--- config.mk ---
export PLATFORM = sky130hd
export DESIGN_NAME = cargador_programa
export DESIGN_NICKNAME = d
export VERILOG_FILES = /design/src/rtl/cargador_programa.sv
export SDC_FILE = /design/constraint.sdc
export NUM_CORES = 1
export LEC_CHECK = 0
export ABC_AREA = 1
export CAP_MARGIN = 20
export CORE_MARGIN = 2
export CORE_UTILIZATION = 35
export DETAILED_ROUTE_END_ITERATION = 10
export DONT_BUFFER_PORTS = 1
export RECOVER_POWER = 100
export SETUP_SLACK_MARGIN = 0.2
export SKIP_LAST_GASP = 1
export SYNTH_ARGS = -nofsm -noshare
export SYNTH_HDL_FRONTEND = slang
export SYNTH_SLANG_ARGS = --single-unit
--- constraint.sdc ---
create_clock -name clk -period 1.5 [get_ports clk]
set_input_delay 0.3 -clock clk [delete_from_list [all_inputs] [get_ports clk]]
set_output_delay 0.3 -clock clk [all_outputs]
set_load 0.05 [all_outputs]
--- src/rtl/cargador_programa.sv ---
// Boot loader for the single-cycle core's instruction memory.
// Accepts a framed program (16-bit big-endian word count, payload bytes,
// XOR checksum) over a byte valid/ready handshake. It packs the payload into
// 32-bit big-endian words and writes each one with a one-cycle strobe. It
// releases the core via cpu_run only once the checksum matches.
// Optional build macro: CARGADOR_TIMEOUT_EN adds an idle-byte watchdog
// (TIMEOUT_CYC cycles) in HDR_LO, DATA and CHK that ends in err_code 11.
module cargador_programa #(
  parameter int ADDR_W      = 6,
  parameter int TIMEOUT_CYC = 1000
) (
  input  logic              clk,
  input  logic              rst_n,
  input  logic              start,
  input  logic              byte_valid,
  input  logic [7:0]        byte_data,
  output logic              byte_ready,
  output logic              EscrInstru,
  output logic [ADDR_W-1:0] DirInstru,
  output logic [31:0]       DatoInstru,
  output logic              cpu_run,
  output logic [1:0]        err_code,
  output logic [ADDR_W:0]   words_loaded
);

  // Elaboration-time sanity checks on the configuration.
  if (ADDR_W < 1 || ADDR_W > 15) begin : g_bad_addr_w
    $error("cargador_programa: ADDR_W must be in 1..15");
  end
  if (TIMEOUT_CYC < 1) begin : g_bad_timeout
    $error("cargador_programa: TIMEOUT_CYC must be at least 1");
  end

  typedef enum logic [2:0] {
    IDLE,
    HDR_HI,
    HDR_LO,
    DATA,
    CHK,
    DONE,
    ERROR
  } state_t;

  localparam logic [16:0]     MAX_WORDS = 17'd1 << ADDR_W;
  localparam logic [ADDR_W:0] ONE_WORD  = {{ADDR_W{1'b0}}, 1'b1};

  state_t      state;
  state_t      state_nxt;

  logic        accept;
  logic        restart;
  logic        word_done;
  logic        set_err;
  logic [1:0]  err_nxt;
  logic        tmo_hit;

  logic [7:0]  len_hi;
  logic [15:0] len;
  logic [23:0] shift;
  logic [1:0]  byte_idx;
  logic [7:0]  chk;
  logic [16:0] header_len;
  logic [16:0] next_count;

  // The handshake is a pure state decode, so ready never depends on valid.
  assign byte_ready = (state == HDR_HI) || (state == HDR_LO) ||
                      (state == DATA)   || (state == CHK);
  assign accept     = byte_valid && byte_ready;
  assign cpu_run    = (state == DONE);
  assign header_len = {1'b0, len_hi, byte_data};
  assign next_count = 17'(words_loaded) + 17'd1;

`ifdef CARGADOR_TIMEOUT_EN
  localparam int TMO_W = $clog2(TIMEOUT_CYC + 1);
  logic [TMO_W-1:0] tmo_cnt;

  assign tmo_hit = ((state == HDR_LO) || (state == DATA) || (state == CHK)) &&
                   !accept && (tmo_cnt == TMO_W'(TIMEOUT_CYC - 1));

  // The idle counter restarts on every accepted byte and on entering the header.
  always_ff @(posedge clk or negedge rst_n) begin
    if (!rst_n) begin
      tmo_cnt <= '0;
    end else if (restart || accept) begin
      tmo_cnt <= '0;
    end else if ((state == HDR_LO) || (state == DATA) || (state == CHK)) begin
      tmo_cnt <= tmo_cnt + TMO_W'(1);
    end
  end
`else
  assign tmo_hit = 1'b0;
`endif

  // State register.
  always_ff @(posedge clk or negedge rst_n) begin
    if (!rst_n) begin
      state <= IDLE;
    end else begin
      state <= state_nxt;
    end
  end

  // Next-state decode plus the control pulses used by the datapath.
  always_comb begin
    state_nxt = state;
    restart   = 1'b0;
    word_done = 1'b0;
    set_err   = 1'b0;
    err_nxt   = 2'b00;
    case (state)
      IDLE: begin
        if (start) begin
          state_nxt = HDR_HI;
          restart   = 1'b1;
        end
      end
      HDR_HI: begin
        if (accept) begin
          state_nxt = HDR_LO;
        end
      end
      HDR_LO: begin
        if (accept) begin
          if (header_len > MAX_WORDS) begin
            state_nxt = ERROR;
            set_err   = 1'b1;
            err_nxt   = 2'b01;
          end else if (header_len == 17'd0) begin
            state_nxt = CHK;
          end else begin
            state_nxt = DATA;
          end
        end
      end
      DATA: begin
        if (accept && (byte_idx == 2'd3)) begin
          word_done = 1'b1;
          if (next_count == {1'b0, len}) begin
            state_nxt = CHK;
          end
        end
      end
      CHK: begin
        if (accept) begin
          if (byte_data == chk) begin
            state_nxt = DONE;
          end else begin
            state_nxt = ERROR;
            set_err   = 1'b1;
            err_nxt   = 2'b10;
          end
        end
      end
      DONE, ERROR: begin
        if (start) begin
          state_nxt = HDR_HI;
          restart   = 1'b1;
        end
      end
      default: begin
        state_nxt = IDLE;
      end
    endcase
    if (tmo_hit) begin
      state_nxt = ERROR;
      set_err   = 1'b1;
      err_nxt   = 2'b11;
    end
  end

  // Header latch, word assembly, checksum and the memory write port.
  always_ff @(posedge clk or negedge rst_n) begin
    if (!rst_n) begin
      len_hi       <= '0;
      len          <= '0;
      shift        <= '0;
      byte_idx     <= '0;
      chk          <= '0;
      err_code     <= '0;
      words_loaded <= '0;
      EscrInstru   <= 1'b0;
      DirInstru    <= '0;
      DatoInstru   <= '0;
    end else begin
      EscrInstru <= word_done;
      if (restart) begin
        err_code     <= '0;
        words_loaded <= '0;
        chk          <= '0;
        byte_idx     <= '0;
      end
      if (set_err) begin
        err_code <= err_nxt;
      end
      if ((state == HDR_HI) && accept) begin
        len_hi <= byte_data;
      end
      if ((state == HDR_LO) && accept) begin
        len <= {len_hi, byte_data};
      end
      if ((state == DATA) && accept) begin
        chk      <= chk ^ byte_data;
        byte_idx <= byte_idx + 2'd1;
        shift    <= {shift[15:0], byte_data};
      end
      if (word_done) begin
        DirInstru    <= words_loaded[ADDR_W-1:0];
        DatoInstru   <= {shift, byte_data};
        words_loaded <= words_loaded + ONE_WORD;
      end
    end
  end

endmodule

Yosys cells after proc, flatten, opt, wreduce, memory -nomap -nowiden
Index checks and enable logic that the tools add are counted.
{"block": "op_classes", "n_reduce_logical": 15, "n_mux": 31, "magnitude_cmp": 1, "bitwise_logic": 1, "eq_ne": 15, "add_sub_neg": 3}
{"op": "$mux 3", "count": 8}
{"op": "$logic_not 17->1", "count": 1}
{"op": "$eq 8x16->1", "count": 1}
{"op": "$gt 16x7->1 const B", "count": 1}
{"op": "$mux 8", "count": 2}
{"op": "$pmux 3 s5", "count": 1}
{"op": "$mux 7", "count": 2}
{"op": "$mux 2", "count": 6}
{"op": "$mux 1", "count": 10}
{"op": "$eq 3x3->1 const B", "count": 3}
{"op": "$add 7x1->8 const B", "count": 1}
{"op": "$eq 8x8->1", "count": 1}
{"op": "$xor 8x8->8", "count": 1}
{"op": "$add 7x1->7 const B", "count": 1}
{"op": "$eq 3x2->1 const B", "count": 2}
{"op": "$ne 2x1->1 const B", "count": 3}
{"op": "$ne 2x2->1 const B", "count": 3}
{"op": "$reduce_and 6->1", "count": 1}
{"op": "$reduce_bool 2->1", "count": 3}
{"op": "$logic_and 1x1->1", "count": 5}
{"op": "$pmux 2 s2", "count": 1}
{"op": "$eq 3x1->1 const B", "count": 1}
{"op": "$logic_not 3->1", "count": 1}
{"op": "$logic_or 1x1->1", "count": 3}
{"op": "4 further kinds", "count": 4}
{"block": "word_totals", "output_inout_bits": 50, "reg_bits": 109}

Depth between registers and ports, before layout
{"block": "logic_depth", "ltp_word": 9, "ltp_mapped": 14, "ltp_nobuf": 14}

Least setup slack after synthesis
Ideal clock, no wire load.
{"block": "synth_timing", "path_type": "reg-to-reg", "from": "register words_loaded[0]", "to": "register state[1]", "setup_ps": 117, "arrival_ps": 1844, "path_slack_ps": -461, "path_buffers": 0, "required_time_ps": 1383, "path_stages_with_launch": 13, "cell_sequence": "dfrtp_1 > ha_1 > nand2_1 > o21ai_0 > nand2_1 > nand2_1 > nand3_1 > nor2_1 > nand2_1 > nand2_1 > nand2_1 > nand2_1 > nand2_1"}
{"block": "synth_between", "elab_chain_len": 4}
{"item": "start, declared", "line_no": "23", "text": "output logic [ADDR_W:0] words_loaded"}
{"item": "start signal, assigned", "line_no": "209", "text": "words_loaded <= words_loaded + ONE_WORD;"}
{"item": "$add 7x1->8", "line_no": "71", "text": "assign next_count = 17'(words_loaded) + 17'd1;"}
{"item": "$eq 8x16->1", "line_no": "138", "text": "if (next_count == {1'b0, len}) begin"}
{"item": "$ne 2x1->1 (no source line)"}
{"item": "$reduce_and 6->1 (no source line)"}
{"item": "end signal, assigned", "line_no": "99", "text": "state <= state_nxt;"}
{"item": "end, declared", "line_no": "47", "text": "state_t state;"}
No other way between the ends.
A chain may end at the register's enable or synchronous reset.

Worst setup path after layout
Ends and elaborated chain as after synthesis.

==> metrics.cfg <==
[grt]
grt_max_degree = 110
track_usage = 0.180
grt_pass1_wl_um = 20400
grt-ovfl-total = 0
antenna_found_initial = 0
grt_pass1_vias = 3938

[pwr]
finalPower_w = 0.0104
power_density_mw_per_mm2 = 1670
leakagePower_nw = 3.02
peakVddDrop_mv = 0.654

[logic_synthesis]
syn_nets = 554
syn_avg_cell_area_um2 = 8.69
yosysUniqueCellTypes = 26
synth.most_common_cell = nand2_1
ys_top_cells_by_count = nand2_1, dfrtp_1, o21ai_0, inv_1, nand3_1
ys_warn_count = 0
synth-seq-area-share = 0.581
async_flop_share = 1.00
synth-edff-count = 0
yosysTopAreaCell = dfrtp_1
synth_flop_cell = dfrtp_1
netlist_area_mm2 = 0.00469
ys_ff_latch = 109
synth_cells = 540
ys_top_cells_by_area = dfrtp_1, nand2_1, o21ai_0, inv_1, nand3_1
yosysTopAreaCellShare = 0.581

[floorplan]
die_w_um = 120
start_util = 0.356
die_area_mm2 = 0.0143
rows = 42
io_pins = 62
coreArea_mm2 = 0.0132
die_h_um = 120

[status]
violations = hold timing, setup timing
status = complete, but fails checks

[sta]
fin_crit_ps = 1670
fmax_ghz = 0.598
holdWs_ps = -356
worstMarginPinSlew_ps = 508
setup_ws_ps = -171
maxSlewViolCount = 0
final.period_utilization = 1.11
setup_viol = 74
relSlewSlack = 0.662
finClkSkew_ps = 9.43
rsz0062_at_grt = true
final-hold-violation-count = 109

[cts]
clkTransAtPathRegs_ps = 70
htree_num_levels = 3
worstSkewPairLatency_ps = 360
cts_tree = yes
clockBufferDepth = 2
root_buffer = clkbuf_16
cts_made_buffers = 9
clock-sinks = 109

[placed_design]
place.port_buffers = 0
dp.final_hpwl_um = 7820
place_area_mm2 = 0.00522
globalplace.congestion = 0.859
dp.cells = 745

[critical_path]
r2r_cells = 14
arrival_ps = 1910
critPathLaunchType = flip-flop
crit_chain = ha_4 -> inv_2 -> nand2_2 -> nand2_2 -> nor2_1 -> nand2_1 -> nor2_1 -> nand3_1 -> nor2_1 -> nand2_1 -> nand2_2 -> nand2_2 -> nand2_1 -> nand2_1
slowest_delay_ps = 450
critPathSlowestCell = dfrtp_2
path_depth = 14
cp_num_buf_inv = 1
path_class = flip-flop to flip-flop
path_max_fanout = 5
critPathTopFamily = simple AND/OR/NAND/NOR gates
crit_required_ps = 1740
cp-end-kind = flip-flop

[cells_and_area]
fin_nets = 622
drive_gt1_frac = 0.245
final_area_mm2 = 0.00625
nFillCells = 1238
diodes = 0
multi_input_area_mm2 = 0.00182
syn_to_final_growth_pct = 33.3
regArea_mm2 = 0.00273
fin_util = 0.474
instances_no_fill = 789

[min_path]
hold_path.class = input port to asynchronous set/reset pin

[drt]
wl_per_cell_um = 15.7
drcViolationCount = 0
via_per_inst = 4.94
drtIter0Drc = 285
firstDrtPassIters = 6
wl_um = 12400
ant_nets = 0
num_vias = 3899

[flow_run]
cap_violations = 0

-- cell usage in the layout, fill, tap and decap left out, types with 5 or more instances in the layout --
master and count:
nand2_1 155, inv_1 48, clkbuf_16 11, buf_16 7, nand3_1 33, o22ai_1 6, dfrtp_1 105, buf_6 20
buf_12 9, nand2_2 19, nor2_1 20, xor2_1 5, buf_4 32, inv_2 7, o21ai_1 45, o21ai_0 34
-- worst paths after layout --
| check | to | slack, ps | from |
|---|---|---|---|
| worst max-delay path | state[1] | -170 | words_loaded[0] |
| worst min-delay path | DirInstru[2] | -360 | rst_n |
| worst max register to register | state[1] | -170 | words_loaded[0] |
| worst min register to register | len[11] | 470 | len[11] |
| max in group asynchronous | DatoInstru[0] | 1680 | rst_n |
| min in group clk | shift[6] | 70 | byte_data[6] |
-- registers in the layout, indices dropped and copies added, names as in the netlist --
name          flops
chk               8
state             3
len              16
err_code          2
byte_idx          2
len_hi            8
EscrInstru        1
DirInstru         6
shift            24
DatoInstru       32
words_loaded      7
-- cells by family (layout without fill, tap and decap cells) --
group           after synthesis  count (layout)  share of synthesized area
fa+ha+maj                     2               2                    0.00533
compound gates               93              93                      0.103
buf+inv                      78             150                     0.0768
flops                       109             109                      0.581
xor+xnor                      9               9                     0.0168
simple gates                249             250                      0.217
-- metrics by stage --
stage	setup slack (ps)	setup TNS, ps
2_1_floorplan	-186	-5450
3_3_place_gp	-129	-3970
3_5_place_dp	-155	-4700
4_1_cts	-154	-1440
5_1_grt	-330	-11890
6_report	-171	-3660
-- where the power goes --
part           switching, W  internal (W)
Sequential         0.000696       0.00376
Combinational       0.00191       0.00159
Clock               0.00110       0.00136
Total               0.00371       0.00671
-- area by class of cell --
| type | count | area share |
|---|---|---|
| well taps | 176 | 0.0352 |
| repair inverters | 1 | 0.00120 |
| repair buffers | 76 | 0.152 |
| clock inverters | 5 | 0.0102 |
| clock buffers | 11 | 0.0388 |
| flip-flops and latches | 109 | 0.437 |
| multi-input cells | 354 | 0.291 |
| inverters | 57 | 0.0350 |
-- layer usage --
| metal | track usage | vias to the layer above | share of wire | wire length, µm |
|---|---|---|---|---|
| met2 | 0.281 | 106 | 0.47 | 5770 |
| met1 | 0.247 | 1902 | 0.46 | 5720 |
| li1 | - | 1875 | - | - |
| met4 | 0.0669 | 0 | 0.017 | 214 |
| met3 | 0.0390 | 16 | 0.057 | 703 |
| met5 | 0 | - | 0 | 0 |
-- timing repair --
item | 4_1_cts | 5_1_grt
gates resized for setup | 138 | 19
endpoints found under the setup margin | 153 | 119
cloned | 11 | 3
setup buffers | 12 | 2
pin swaps | 12 | 8
hold endpoints to repair | 109 | 109
Power figures use the tool's default switching activity.
